File: src/rtl/pulse_burst_controller.sv
// pulse_burst_controller
//   Emits a burst of pulses on signal_o. Each pulse is high_len cycles high
//   followed by low_len cycles low. The burst configuration is latched when
//   the burst starts, so inputs may change freely while a burst is running.
//   A length of zero is treated as one cycle.
//
// Optional feature (macro PULSE_BURST_REPEAT_EN):
//   Adds repeat_i. When repeat_i is high in DONE, the next burst is launched
//   immediately, using freshly latched configuration.
//
// Ports
//   clock_i      system clock, rising edge
//   reset_ni     asynchronous reset, active low
//   start_i      burst request, sampled only in IDLE
//   abort_i      synchronous cancel, returns to IDLE
//   repeat_i     (PULSE_BURST_REPEAT_EN only) chain another burst from DONE
//   high_len_i   high-phase length in cycles
//   low_len_i    low-phase length in cycles
//   pulses_i     number of pulses in the burst
//   signal_o     registered pulse line
//   busy_o       high during the HIGH and LOW phases
//   done_o       one-cycle strobe at burst completion
//   pulse_idx_o  index of the current pulse
//
// state | meaning
// IDLE  | waiting for start_i
// HIGH  | pulse line high, counting the high phase
// LOW   | pulse line low, counting the low phase
// DONE  | completion strobe cycle
module pulse_burst_controller #(
  parameter int CNT_W = 8,
  parameter int N_W   = 4
) (
  input  logic             clock_i,
  input  logic             reset_ni,
  input  logic             start_i,
  input  logic             abort_i,
`ifdef PULSE_BURST_REPEAT_EN
  input  logic             repeat_i,
`endif
  input  logic [CNT_W-1:0] high_len_i,
  input  logic [CNT_W-1:0] low_len_i,
  input  logic [N_W-1:0]   pulses_i,
  output logic             signal_o,
  output logic             busy_o,
  output logic             done_o,
  output logic [N_W-1:0]   pulse_idx_o
);

  typedef enum logic [1:0] {S_IDLE, S_HIGH, S_LOW, S_DONE} state_e;

  localparam logic [CNT_W-1:0] ONE_C = CNT_W'(1);
  localparam logic [N_W-1:0]   ONE_N = N_W'(1);

  state_e           state_q;
  logic [CNT_W-1:0] cnt_q;
  logic [CNT_W-1:0] high_q;
  logic [CNT_W-1:0] low_q;
  logic [N_W-1:0]   pulses_q;
  logic [N_W-1:0]   idx_q;
  logic             signal_q;
  logic             busy_q;
  logic             done_q;

  logic [CNT_W-1:0] high_cl;
  logic [CNT_W-1:0] low_cl;
  logic             repeat_req;

  assign high_cl = (high_len_i == '0) ? ONE_C : high_len_i;
  assign low_cl  = (low_len_i == '0) ? ONE_C : low_len_i;

`ifdef PULSE_BURST_REPEAT_EN
  assign repeat_req = repeat_i;
`else
  assign repeat_req = 1'b0;
`endif

  // The phase counter holds "remaining edges minus one": a phase loaded with
  // N-1 exits on the edge that finds it at zero, giving exactly N cycles.
  always_ff @(posedge clock_i or negedge reset_ni) begin
    if (!reset_ni) begin
      state_q  <= S_IDLE;
      cnt_q    <= '0;
      high_q   <= '0;
      low_q    <= '0;
      pulses_q <= '0;
      idx_q    <= '0;
      signal_q <= 1'b0;
      busy_q   <= 1'b0;
      done_q   <= 1'b0;
    end else if (abort_i) begin
      state_q  <= S_IDLE;
      cnt_q    <= '0;
      idx_q    <= '0;
      signal_q <= 1'b0;
      busy_q   <= 1'b0;
      done_q   <= 1'b0;
    end else begin
      case (state_q)
        S_IDLE, S_DONE: begin
          done_q <= 1'b0;
          if ((state_q == S_IDLE && start_i) || (state_q == S_DONE && repeat_req)) begin
            high_q   <= high_cl;
            low_q    <= low_cl;
            pulses_q <= pulses_i;
            idx_q    <= '0;
            if (pulses_i == '0) begin
              state_q <= S_DONE;
              done_q  <= 1'b1;
            end else begin
              state_q  <= S_HIGH;
              cnt_q    <= high_cl - ONE_C;
              signal_q <= 1'b1;
              busy_q   <= 1'b1;
            end
          end else begin
            state_q <= S_IDLE;
            idx_q   <= '0;
          end
        end
        S_HIGH: begin
          if (cnt_q == '0) begin
            state_q  <= S_LOW;
            cnt_q    <= low_q - ONE_C;
            signal_q <= 1'b0;
          end else begin
            cnt_q <= cnt_q - ONE_C;
          end
        end
        S_LOW: begin
          if (cnt_q == '0) begin
            if (idx_q == pulses_q - ONE_N) begin
              state_q <= S_DONE;
              busy_q  <= 1'b0;
              done_q  <= 1'b1;
            end else begin
              state_q  <= S_HIGH;
              idx_q    <= idx_q + ONE_N;
              cnt_q    <= high_q - ONE_C;
              signal_q <= 1'b1;
            end
          end else begin
            cnt_q <= cnt_q - ONE_C;
          end
        end
        default: begin
          state_q  <= S_IDLE;
          signal_q <= 1'b0;
          busy_q   <= 1'b0;
          done_q   <= 1'b0;
        end
      endcase
    end
  end

  assign signal_o    = signal_q;
  assign busy_o      = busy_q;
  assign done_o      = done_q;
  assign pulse_idx_o = idx_q;

endmodule

File: config.mk
export PLATFORM = sky130hd
export DESIGN_NAME = pulse_burst_controller
export DESIGN_NICKNAME = d
export VERILOG_FILES = /design/src/rtl/pulse_burst_controller.sv
export SDC_FILE = /design/constraint.sdc
export NUM_CORES = 1
export LEC_CHECK = 0
export CAP_MARGIN = 15
export CELL_PAD_IN_SITES_DETAIL_PLACEMENT = 2
export CELL_PAD_IN_SITES_GLOBAL_PLACEMENT = 2
export CORE_MARGIN = 3
export CORE_UTILIZATION = 39
export CTS_BUF_LIST = sky130_fd_sc_hd__clkbuf_4 sky130_fd_sc_hd__clkbuf_8
export DETAILED_ROUTE_END_ITERATION = 8
export GPL_TIMING_DRIVEN = 0
export PLACE_DENSITY = 0.93
export SYNTH_ARGS = -nofsm -noshare
export SYNTH_HDL_FRONTEND = slang
export SYNTH_SLANG_ARGS = --single-unit
File: constraint.sdc
create_clock -name clock_i -period 4.7 [get_ports clock_i]
set_clock_uncertainty 0.1 [all_clocks]
set_input_delay 0.47 -clock clock_i [delete_from_list [all_inputs] [get_ports clock_i]]
set_output_delay 0.47 -clock clock_i [all_outputs]
set_load 0.05 [all_outputs]
Word level (Yosys, flattened, before mapping). Cells that the tools add are included.

Bits in registers: 37. Input bits: 24. Word-level logic and storage cells: 79.

Add/subtract/negate cells: 6. Equal/unequal tests: 11. Mux-type cells: 37. Bitwise gates (word level): 1. Reductions and logical operators: 15.

Operators with widths (count): two-way mux 8 bit (8); subtractor 8 x 1 -> 8 bit, second input constant (4); zero test 8 bit (3); case mux 8 bit (3 select lines) (1); != test 3 bit, second input constant (6); two-way mux 1 bit (14); two-way mux 2 bit (6); two-way mux 4 bit (3); AND reduction 3 bit (4); AND reduction 5 bit (2); case mux 4 bit (2 select lines) (1); case mux 2 bit (3 select lines) (1); adder 4 x 1 -> 4 bit, second input constant (1); equality test 2 bit, second input constant (2); equality test 4 bit (1); zero test 4 bit (1); != test 4 bit, second input constant (1); case mux 1 bit (2 select lines) (2); subtractor 4 x 1 -> 4 bit, second input constant (1); case mux 1 bit (3 select lines) (1); nonzero test 3 bit (1); equality test 2 x 1 -> 1 bit, second input constant (1); zero test 2 bit (1); AND reduction 2 bit (1); 3 further kinds (3).

Longest topological paths before layout.
Word-level depth: 7. Gate-level depth with buffers: 10.

Least setup slack after synthesis. Ideal clock, no wire load.

Path type: input to register. From: in high_len_i[3]. To: reg cnt_q[6]. Library setup time: 0.121 ns. Data arrival time: 1.986 ns. Data required time: 4.479 ns. Slack: 2.493 ns. Stages on the path: 10. Path buffers: 0. Cell sequence: or3_1 -> nor3_1 -> a21oi_1 -> ha_1 -> nand2b_1 -> nor2_1 -> xor2_1 -> nor2_1 -> nor3_1 -> a22o_1.

Cells in the longest elaborated chain, start to end: 7.

RTL lines: from (decl) (line 41) `input logic [CNT_W-1:0] high_len_i,`; zero test 8 bit (line 69) `assign high_cl = (high_len_i == '0) ? ONE_C : high_len_i;`; two-way mux 8 bit (*) (line 69); subtractor 8 x 1 -> 8 bit (*) (line 112) `cnt_q <= high_cl - ONE_C;`; two-way mux 8 bit (*) (line 107) `if (pulses_i == '0) begin`; two-way mux 8 bit (*) (line 102) `if ((state_q == S_IDLE && start_i) || (state_q == S_DONE && repeat_req)) begin`; case mux 8 bit (3 select lines) (*) (line 99) `case (state_q)`; two-way mux 8 bit (*) (line 91) `end else if (abort_i) begin`; to (signal assigned) (line 112); to (signal assigned) (line 124) `cnt_q <= low_q - ONE_C;`; to (signal assigned) (line 127) `cnt_q <= cnt_q - ONE_C;`; to (decl) (line 56) `logic [CNT_W-1:0] cnt_q;`.

Mark *: on every way between the ends. The rest lies on a longest branch, timed or not. The select of a mux whose other input is x is not followed. A chain may end at the register's enable or synchronous reset.

Worst setup path in the final report.
From: in high_len_i[3]. To: reg cnt_q[4].

The elaborated chain is that of the path after synthesis.

==> results.toml <==
[run_status]
status = "finished clean"

[critical_path]
path_class = "primary input to flop"
cp-startpoint = "high_len_i[3]"
rr_startpoint = "state_q[0]$_DFFE_PN0P_"
path_max_fanout = 6
worstPathRequired_ns = 4.79
end_kind = "flop"
cp-start-kind = "primary input"
arrival_ns = 3.13

[route]
wl_per_cell_um = 23.4
post_drt_via_cell_ratio = 5.94
dr_wl_met3_um = 271
first_pass_iters = 4
wirelength_mm = 8.79
remaining_drc_errors = 0
topRoutingLayerUsed = "met4"
dr_wl_met2_mm = 4.60
drt_iter0_drc = 181
ant_nets = 0
vias = 2234
wl_met1_mm = 3.82

[pwr]
finalPower_w = 0.00209
p_leak_nw = 1.21
ir_drop_v = 0.000325
powerDensity_nw_per_um2 = 700

[die]
dieArea_um2 = 7440
io_pins = 31
placementRows = 28
fp.dieH_um = 86.3
die_w_um = 86.3
core_area_um2 = 6100
initial_utilization_pct = 41.2

[timing]
fmax_mhz = 328
worst-slew-pin-transition_ns = 0.903
setup_tns_ns = 0
setup_viol = 0
finalHoldViolCount = 0
fin_crit_ns = 3.05
slew_violations = 0
relSlewSlack_pct = 39.8
post-route-period-util_pct = 64.8
rsz0062_at_grt = "no"

[yosys]
synth_flop_cell = "dfrtp_1"
synth_top_area_share_pct = 36.8
synthArstFlopShare_pct = 100
post_synth_num_cell_types = 51
synth_seq_cells = 37
synth_common_cells = "37 x dfrtp_1, 27 x nor2_1, 19 x nand2_1, 15 x o21ai_0"
synth_most_common_cell = "dfrtp_1"
syn_area_um2 = 2510
syn-instance-count = 263
synthTopCellsByArea = "dfrtp_1 37%, mux2_2 6.3%, ha_1 5.0%"
seq_area_frac_synth_pct = 36.8
ys_warn_count = 0
syn_nets = 297
synth_top_area_cell = "dfrtp_1"
synth_edf_count = 0
synth.avg_cell_area_um2 = 9.56

[clock_tree]
cts_setup_buffers = 0
cts_buffer_depth = 2
h-tree-depth = 2
clockRootBuffer = "clkbuf_8"
numCtsBuffers = 5
numClockSinks = 37
hold_buffers = 0
cts_tree = "built"
cts_repair_resize_count = 0
clk_latency_ns = 0.30
clkTransAtPathRegs_ns = 0.09

[placement]
gp_congestion = 0.841
dp_cells = 368
io_buffers = 30
dpl.hpwl_mm = 6.45

[global_routing]
antenna_found_initial = 0
gr-total-overflow = 0
track_usage_pct = 24.9
grt_pass1_wl_mm = 14.2
grt_pass1_vias = 2561
grt_start_max_net_pins = 38

[layout]
stdcell_count = 376
layout.nets = 334
area_growth_pct = 18.9
n_fill_cell = 657
insertedDiodeCount = 0
postLayoutCoreUtil_pct = 49.0
drive_above_1_share_pct = 14.3

[run]
max_cap_violations = 0

[min_path]
holdCritPathClass = "primary input to async pin"
cells in the final DEF, fill, tap and decap left out, types with 3 or more instances in the layout:
cell	instances
nand3_1	5
xor2_1	14
a22oi_1	3
nand2b_1	4
a22o_1	3
clkdlybuf4s50_1	29
a21oi_1	12
nor3b_1	6
buf_2	4
a211oi_1	3
xnor2_1	11
mux2_2	14
o221ai_1	4
o21ai_0	15
nor2_1	27
nand2_1	19
ha_1	10
clkbuf_1	5
inv_1	14
clkbuf_8	5
nor3_1	8
o31ai_1	4
dfrtp_1	37
layer usage:
metal	up-vias	GRT usage, %
li1	1020	-
met1	1151	31.2
met2	48	45.2
met3	15	3.80
met4	0	5.24
met5	-	0
kinds of logic after synthesis:
logic type	count (synthesis)	share of synthesized area (%)
compound gates	63	18.6
mux	16	7.07
buf+inv	24	4.08
simple gates	87	18.8
xor+xnor	26	9.61
flops	37	36.8
fa+ha+maj	10	4.98
stage by stage:
stage               instance area [um2]  worst slack (ns)  hold slack, ns
floorplan                          2510              2.49          0.0744
global placement                   2910              1.69           0.413
detailed placement                 2900              1.49           0.426
CTS                                2990              1.66           0.214
global route                       2990              1.59           0.237
finish                             2990              1.65           0.191
flip-flops by register name, summed over array words and instances (netlist names):
signal	count
busy_o	1
cnt_q	8
done_o	1
high_q	8
low_q	8
pulse_idx_o	4
pulses_q	4
signal_o	1
state_q	2
worst max-delay path, cell delays in order:
cell and delay (ns):
clkdlybuf4s50_1 0.56, or3_1 0.49, nor3_1 0.29, a21oi_1 0.24, ha_1 0.29, nand2b_1 0.11, nor2_1 0.06, xor2_1 0.17
o21ai_0 0.11, a211oi_1 0.35
cell type report:
cell class	count	area (um2)	area share [%]
buffer	10	50.0	1.67
clock buffer	5	68.8	2.30
clock inverter	3	17.5	0.586
inverter	14	52.6	1.76
multi-input combinational	202	1490	49.7
sequential	37	926	31.0
tap	75	93.8	3.14
timing repair buffer	30	295	9.88
report_power, final:
part / switching, W / internal (W)
clock network: 0.000127 / 0.000103
registers: 0.000168 / 0.000450
logic: 0.000763 / 0.000482
total: 0.00106 / 0.00103
final timing paths:
check,to,slack [ns],cells past startpoint
max reg2reg,low_q[5]$_DFFE_PN0P_,2.01,6
min,done_o$_DFFE_PN0P_,0.19,1
min in group clock_i,done_o$_DFFE_PN0P_,0.44,2
min reg2reg,done_o$_DFFE_PN0P_,0.44,2
max in group asynchronous,low_q[1]$_DFFE_PN0P_,3.74,1
max,cnt_q[4]$_DFFE_PN0P_,1.65,10
No activity file was read; power rests on OpenSTA's default activity.
